### src/rtl/ring_port_arbiter.sv
// ring_port_arbiter: wormhole output-port arbiter sharing one outbound ring
// link between upstream through-traffic and local injection. A source wins
// at a packet boundary and keeps the link for all FLITS flits of its packet.
// Optional feature macro: RING_ARB_STARVE_EN enables the anti-starvation
// counter that forces a local grant after STARVE_MAX contested ring packets;
// without it ring has strict priority.
module ring_port_arbiter #(
    parameter int unsigned FLIT_W     = 64,
    parameter int unsigned FLITS      = 9,
    parameter int unsigned STARVE_MAX = 4
) (
    input  logic              clk,
    input  logic              rst_l,
    input  logic              ring_valid,
    input  logic [FLIT_W-1:0] ring_flit,
    output logic              ring_ready,
    input  logic              local_valid,
    input  logic [FLIT_W-1:0] local_flit,
    output logic              local_ready,
    output logic              out_valid,
    output logic [FLIT_W-1:0] out_flit,
    input  logic              out_ready,
    output logic              out_head,
    output logic              grant_ring,
    output logic              grant_local,
    output logic              pkt_done
);

    localparam int unsigned FCNT_W = (FLITS > 2) ? $clog2(FLITS) : 1;

    typedef enum logic [1:0] {
        IDLE  = 2'd0,
        RING  = 2'd1,
        LOCAL = 2'd2
    } state_t;

    state_t              state;
    logic [FCNT_W-1:0]   fcnt;
    logic                arb_open;
    logic                local_pri;
    logic                pick_ring;
    logic                pick_local;
    logic                xfer;
    logic                last_flit;

`ifdef RING_ARB_STARVE_EN
    localparam int unsigned SCNT_W = $clog2(STARVE_MAX + 1);
    logic [SCNT_W-1:0]   scnt;
    assign local_pri = (scnt == SCNT_W'(STARVE_MAX));
`else
    assign local_pri = 1'b0;
`endif

    // Arbitration is open between packets; reset forces the packet-boundary view.
    assign arb_open  = !rst_l || (state == IDLE);
    assign last_flit = (state != IDLE) && (fcnt == FCNT_W'(FLITS - 1));

    // Grant selection and combinational datapath to the outbound link.
    always_comb begin
        pick_ring   = ring_valid && !(local_valid && local_pri);
        pick_local  = local_valid && !pick_ring;
        grant_ring  = arb_open ? pick_ring  : (state == RING);
        grant_local = arb_open ? pick_local : (state == LOCAL);
        out_valid   = (grant_ring && ring_valid) || (grant_local && local_valid);
        out_flit    = grant_local ? local_flit : ring_flit;
        ring_ready  = grant_ring && out_ready;
        local_ready = grant_local && out_ready;
        xfer        = out_valid && out_ready;
        out_head    = arb_open;
        pkt_done    = rst_l && xfer && last_flit;
    end

    // Packet ownership FSM, flit position counter and starvation counter.
    always_ff @(posedge clk) begin
        if (!rst_l) begin
            state <= IDLE;
            fcnt  <= '0;
`ifdef RING_ARB_STARVE_EN
            scnt  <= '0;
`endif
        end else begin
            case (state)
                IDLE: begin
                    if (xfer) begin
                        fcnt  <= FCNT_W'(1);
                        state <= grant_ring ? RING : LOCAL;
                    end
                end
                RING, LOCAL: begin
                    if (xfer) begin
                        if (last_flit) begin
                            fcnt  <= '0;
                            state <= IDLE;
                        end else begin
                            fcnt  <= fcnt + FCNT_W'(1);
                        end
                    end
                end
                default: begin
                    fcnt  <= '0;
                    state <= IDLE;
                end
            endcase
`ifdef RING_ARB_STARVE_EN
            if ((state == IDLE) && xfer) begin
                if (grant_local) begin
                    scnt <= '0;
                end else if (local_valid && !local_pri) begin
                    scnt <= scnt + SCNT_W'(1);
                end
            end
`endif
        end
    end

endmodule

### config.mk
export PLATFORM = sky130hd
export DESIGN_NAME = ring_port_arbiter
export DESIGN_NICKNAME = d
export VERILOG_FILES = /design/src/rtl/ring_port_arbiter.sv
export SDC_FILE = /design/constraint.sdc
export NUM_CORES = 1
export LEC_CHECK = 0
export BUFFER_PORTS_ARGS = -buffer_cell sky130_fd_sc_hd__buf_2
export CAP_MARGIN = 20
export CORE_AREA = 2 2 79 81
export CTS_BUF_LIST = sky130_fd_sc_hd__clkbuf_4 sky130_fd_sc_hd__clkbuf_8
export CTS_CLUSTER_DIAMETER = 40
export DETAILED_ROUTE_END_ITERATION = 16
export DIE_AREA = 0 0 81 83
export PLACE_DENSITY_LB_ADDON = 0.15
export SETUP_SLACK_MARGIN = 0.02
export SLEW_MARGIN = 20
export SYNTH_ARGS = -nofsm -noshare
export SYNTH_HDL_FRONTEND = slang
export SYNTH_SLANG_ARGS = --single-unit
### constraint.sdc
create_clock -name clk -period 5.9 [get_ports clk]
set_input_delay 0.59 -clock clk [delete_from_list [all_inputs] [get_ports clk]]
set_output_delay 0.59 -clock clk [all_outputs]
set_load 0.05 [all_outputs]
==> flow_results.xml <==
<?xml version="1.0" encoding="UTF-8"?>
<metrics>
  <group name="outcome">
    <metric name="status" unit="">finished, final reports clean</metric>
  </group>
  <group name="cells_and_area">
    <metric name="final_layout_size_suffix_gt1_share" unit="%">82.01</metric>
    <metric name="area_growth" unit="%">73.25</metric>
    <metric name="commonest_cells_after_routing_fill_and_taps_aside" unit="">203 x sky130_fd_sc_hd__buf_2, 38 x sky130_fd_sc_hd__mux2_4, 26 x sky130_fd_sc_hd__mux2_2</metric>
    <metric name="num-nets-final" unit="">480</metric>
    <metric name="antennaDiodeCount" unit="">0</metric>
    <metric name="mostFrequentLayoutCell" unit="">sky130_fd_sc_hd__buf_2</metric>
  </group>
  <group name="global_route">
    <metric name="globalRouteOverflowTotal" unit="">0</metric>
    <metric name="first_global_vias" unit="">1755</metric>
    <metric name="grt_use_total" unit="%">17.28</metric>
    <metric name="largest_net_degree_at_the_start_of_global_routing" unit="">67</metric>
    <metric name="grt_first_pass_wirelength" unit="mm">9.218</metric>
    <metric name="grt_antenna_before_repair" unit="">0</metric>
  </group>
  <group name="pwr">
    <metric name="power_per_cell_area" unit="mW/mm^2">206.7</metric>
    <metric name="vdd_drop_max" unit="mV">0.1221</metric>
    <metric name="total_leakage_power" unit="nW">1.496</metric>
    <metric name="total_power" unit="W">0.0005328</metric>
  </group>
  <group name="clock_tree">
    <metric name="clkTransAtPathRegs" unit="ps">40</metric>
    <metric name="number_of_gates_resized_after_cts" unit="">0</metric>
    <metric name="clock_tree.htree_level_count" unit="">1</metric>
    <metric name="clock_latency" unit="ps">220</metric>
    <metric name="tritoncts" unit="">yes</metric>
    <metric name="cts_max_path_buffers" unit="">2</metric>
    <metric name="holdBufCountCts" unit="">0</metric>
    <metric name="root_buffer" unit="">sky130_fd_sc_hd__clkbuf_8</metric>
    <metric name="tritoncts.num_buffers" unit="">3</metric>
    <metric name="cts_post_setup_buffers_inserted" unit="">0</metric>
    <metric name="numClockSinks" unit="">6</metric>
  </group>
  <group name="detailed_routing">
    <metric name="firstDrtPassIters" unit="">4</metric>
    <metric name="drt_iter0_drc" unit="">52</metric>
    <metric name="detail_route.drc_violations" unit="">0</metric>
    <metric name="vias_per_cell" unit="">4.502</metric>
    <metric name="detail_route.wirelength" unit="mm">6.410</metric>
    <metric name="detailroute.via_count" unit="">1864</metric>
    <metric name="antenna_left" unit="">0</metric>
    <metric name="post_drt_wl_per_cell" unit="um">15.48</metric>
  </group>
  <group name="worst_hold_path">
    <metric name="min-delay-start" unit="">fcnt[0]</metric>
    <metric name="hp-class" unit="">reg2reg</metric>
  </group>
  <group name="synthesis">
    <metric name="synth_cell_types" unit="">35</metric>
    <metric name="synth_fp_nets" unit="">281</metric>
    <metric name="yosysSeqAreaShare" unit="%">8.074</metric>
    <metric name="average_size_of_a_mapped_cell" unit="um^2">10.48</metric>
    <metric name="number_of_cells_produced_by_synthesis" unit="">142</metric>
    <metric name="ys_warn_count" unit="">0</metric>
    <metric name="syn_area" unit="mm^2">0.001488</metric>
    <metric name="ys_seq_elements" unit="">6</metric>
  </group>
  <group name="placement">
    <metric name="dpl.hpwl" unit="mm">5.537</metric>
    <metric name="gp_routability_congestion" unit="">0.7716</metric>
    <metric name="numPortBuffers" unit="">203</metric>
  </group>
  <group name="setup_path">
    <metric name="reg2reg_slack" unit="ps">4040</metric>
    <metric name="critical_path.slowest_cell" unit="">sky130_fd_sc_hd__buf_4</metric>
    <metric name="worst_ep_arrival_time" unit="ps">2840</metric>
    <metric name="cp_max_fo" unit="">66</metric>
    <metric name="launch_point_of_the_worst_path" unit="">state[0]</metric>
    <metric name="worstSetupPathType" unit="">reg2out</metric>
    <metric name="crit_path_end_kind" unit="">output port</metric>
    <metric name="rr_startpoint" unit="">state[0]</metric>
    <metric name="timing.critical_path.slowest_cell_delay" unit="ps">790</metric>
    <metric name="timing.reg2reg.worst_path_depth" unit="">5</metric>
    <metric name="crit_path_end" unit="">out_flit[1]</metric>
    <metric name="worst-endpoint-required" unit="ps">5310</metric>
    <metric name="timing.rr.end" unit="">state[0]</metric>
    <metric name="cp-start-kind" unit="">flop</metric>
    <metric name="crit_chain" unit="">inv_1, ha_1, nor2b_4, nor3b_2, a21oi_4, buf_4, mux2_2, buf_2</metric>
  </group>
  <group name="timing">
    <metric name="setup_viol" unit="">0</metric>
    <metric name="finalSetupTns" unit="ps">0</metric>
    <metric name="hold_fails_final_rpt" unit="">0</metric>
    <metric name="achievable_clock_frequency" unit="GHz">0.2916</metric>
    <metric name="finalWorstPathRequiredPeriod" unit="ps">3429</metric>
    <metric name="relSlewSlack" unit="%">32.68</metric>
    <metric name="clock-skew-final" unit="ps">2.689</metric>
    <metric name="timing_worst_slew_pin_value" unit="ps">1010</metric>
    <metric name="setup_repair_after_global_routing_missed_its_margin" unit="">no</metric>
    <metric name="final.period_utilization" unit="%">58.12</metric>
    <metric name="count_of_final_max_slew_check_failures" unit="">0</metric>
  </group>
  <group name="die">
    <metric name="placement_rows" unit="">28</metric>
    <metric name="floorplan.initialDensity" unit="%">25.58</metric>
    <metric name="die_area" unit="mm^2">0.006723</metric>
    <metric name="die_width" unit="um">81</metric>
    <metric name="io-pin-count" unit="">204</metric>
    <metric name="die_h" unit="um">83</metric>
    <metric name="floorplan_core_area" unit="mm^2">0.005816</metric>
  </group>
  <group name="run">
    <metric name="drv.max_cap_violation_count" unit="">0</metric>
  </group>
</metrics>
[Yosys cell counts, drive strengths merged]
cell type | number | area share (%)
o21ai | 1 | 0.34
or2 | 1 | 0.42
nor2 | 2 | 0.50
nand3 | 8 | 2.7
nor4bb | 1 | 0.67
o2bb2ai | 1 | 0.59
o22ai | 1 | 0.42
nor3 | 2 | 0.67
a22oi | 1 | 0.50
a31o | 1 | 0.59
o211ai | 1 | 0.50
nor3b | 2 | 1.3
a211o | 2 | 1.2
nor2b | 4 | 2.2
and2 | 1 | 0.42
and4 | 1 | 0.59
or3b | 1 | 0.59
ha | 6 | 5.0
mux2i | 2 | 1.3
buf | 8 | 4.8
inv | 6 | 1.5
nand4b | 1 | 0.59
clkbuf | 3 | 0.84
mux2 | 64 | 58
a41oi | 1 | 0.59
nand3b | 3 | 1.5
nand2 | 8 | 2.0
a21oi | 1 | 0.59
a31oi | 2 | 0.84
dfxtp | 6 | 8.1
[per-layer routing]
layer	global-route usage, %	routed length, um
met5	0	0
met2	32.53	3338
met3	2.717	451
met4	3.082	38
met1	20.17	2582
[worst min path at each step]
stage	to	slack (ps)	cells after the start
2_1_floorplan	fcnt[1]	460	2
3_3_place_gp	fcnt[0]	510	2
3_5_place_dp	fcnt[0]	510	2
4_1_cts	fcnt[0]	510	2
5_1_grt	fcnt[1]	540	2
6_report	fcnt[0]	510	2
[kinds of logic (layout without fill, tap and decap cells)]
group	count (synthesis)	count (layout)	synth area share [%]
AOI/OAI and AO/OA	12	12	6.140
adders and majority gates	6	6	5.046
buffers and inverters	17	214	7.148
DFF	6	6	8.074
muxes	66	66	59.38
and+or+nand+nor	35	35	14.21
[area by class of cell]
class                      count  area [um^2]
clock buffer                   3        41.29
multi-input combinational    119         1269
timing repair buffer         205         1031
fill                         595         3238
inverter                       6        22.52
tap                           75        93.84
sequential                     6        120.1
[sequential cells by signal (all words and copies together) (netlist names)]
register and flops:
fcnt 4, state 2
[metrics by stage]
step	instances	hold WS [ps]	instance area (um^2)	setup WS, ps	utilization [%]
6_report	414	511.7	2577	2471	44.32
5_1_grt	414	540.8	2577	2335	44.32
4_1_cts	414	512.0	2577	2458	44.32
3_5_place_dp	411	507.2	2536	2629	43.61
3_3_place_gp	411	511.8	2536	2673	43.61
2_1_floorplan	142	464.5	1488	3262	-
[report_power, final]
group	internal (W)	switching, W	total, W
logic	0.000148	0.000273	0.000421
clock network	0.0000438	0.0000175	0.0000613
registers	0.0000456	0.00000534	0.0000510
[critical path: cells and delay by family (launching register included)]
family / cells / cell delay (ps)
AND/OR/NAND/NOR: 2 / 300
buffers and inverters: 3 / 1090
multiplexers: 1 / 420
flip-flops: 1 / 370
adder cells (fa/ha/maj): 1 / 290
AO/OA/AOI/OAI: 1 / 100
Power figures use the tool's default switching activity.
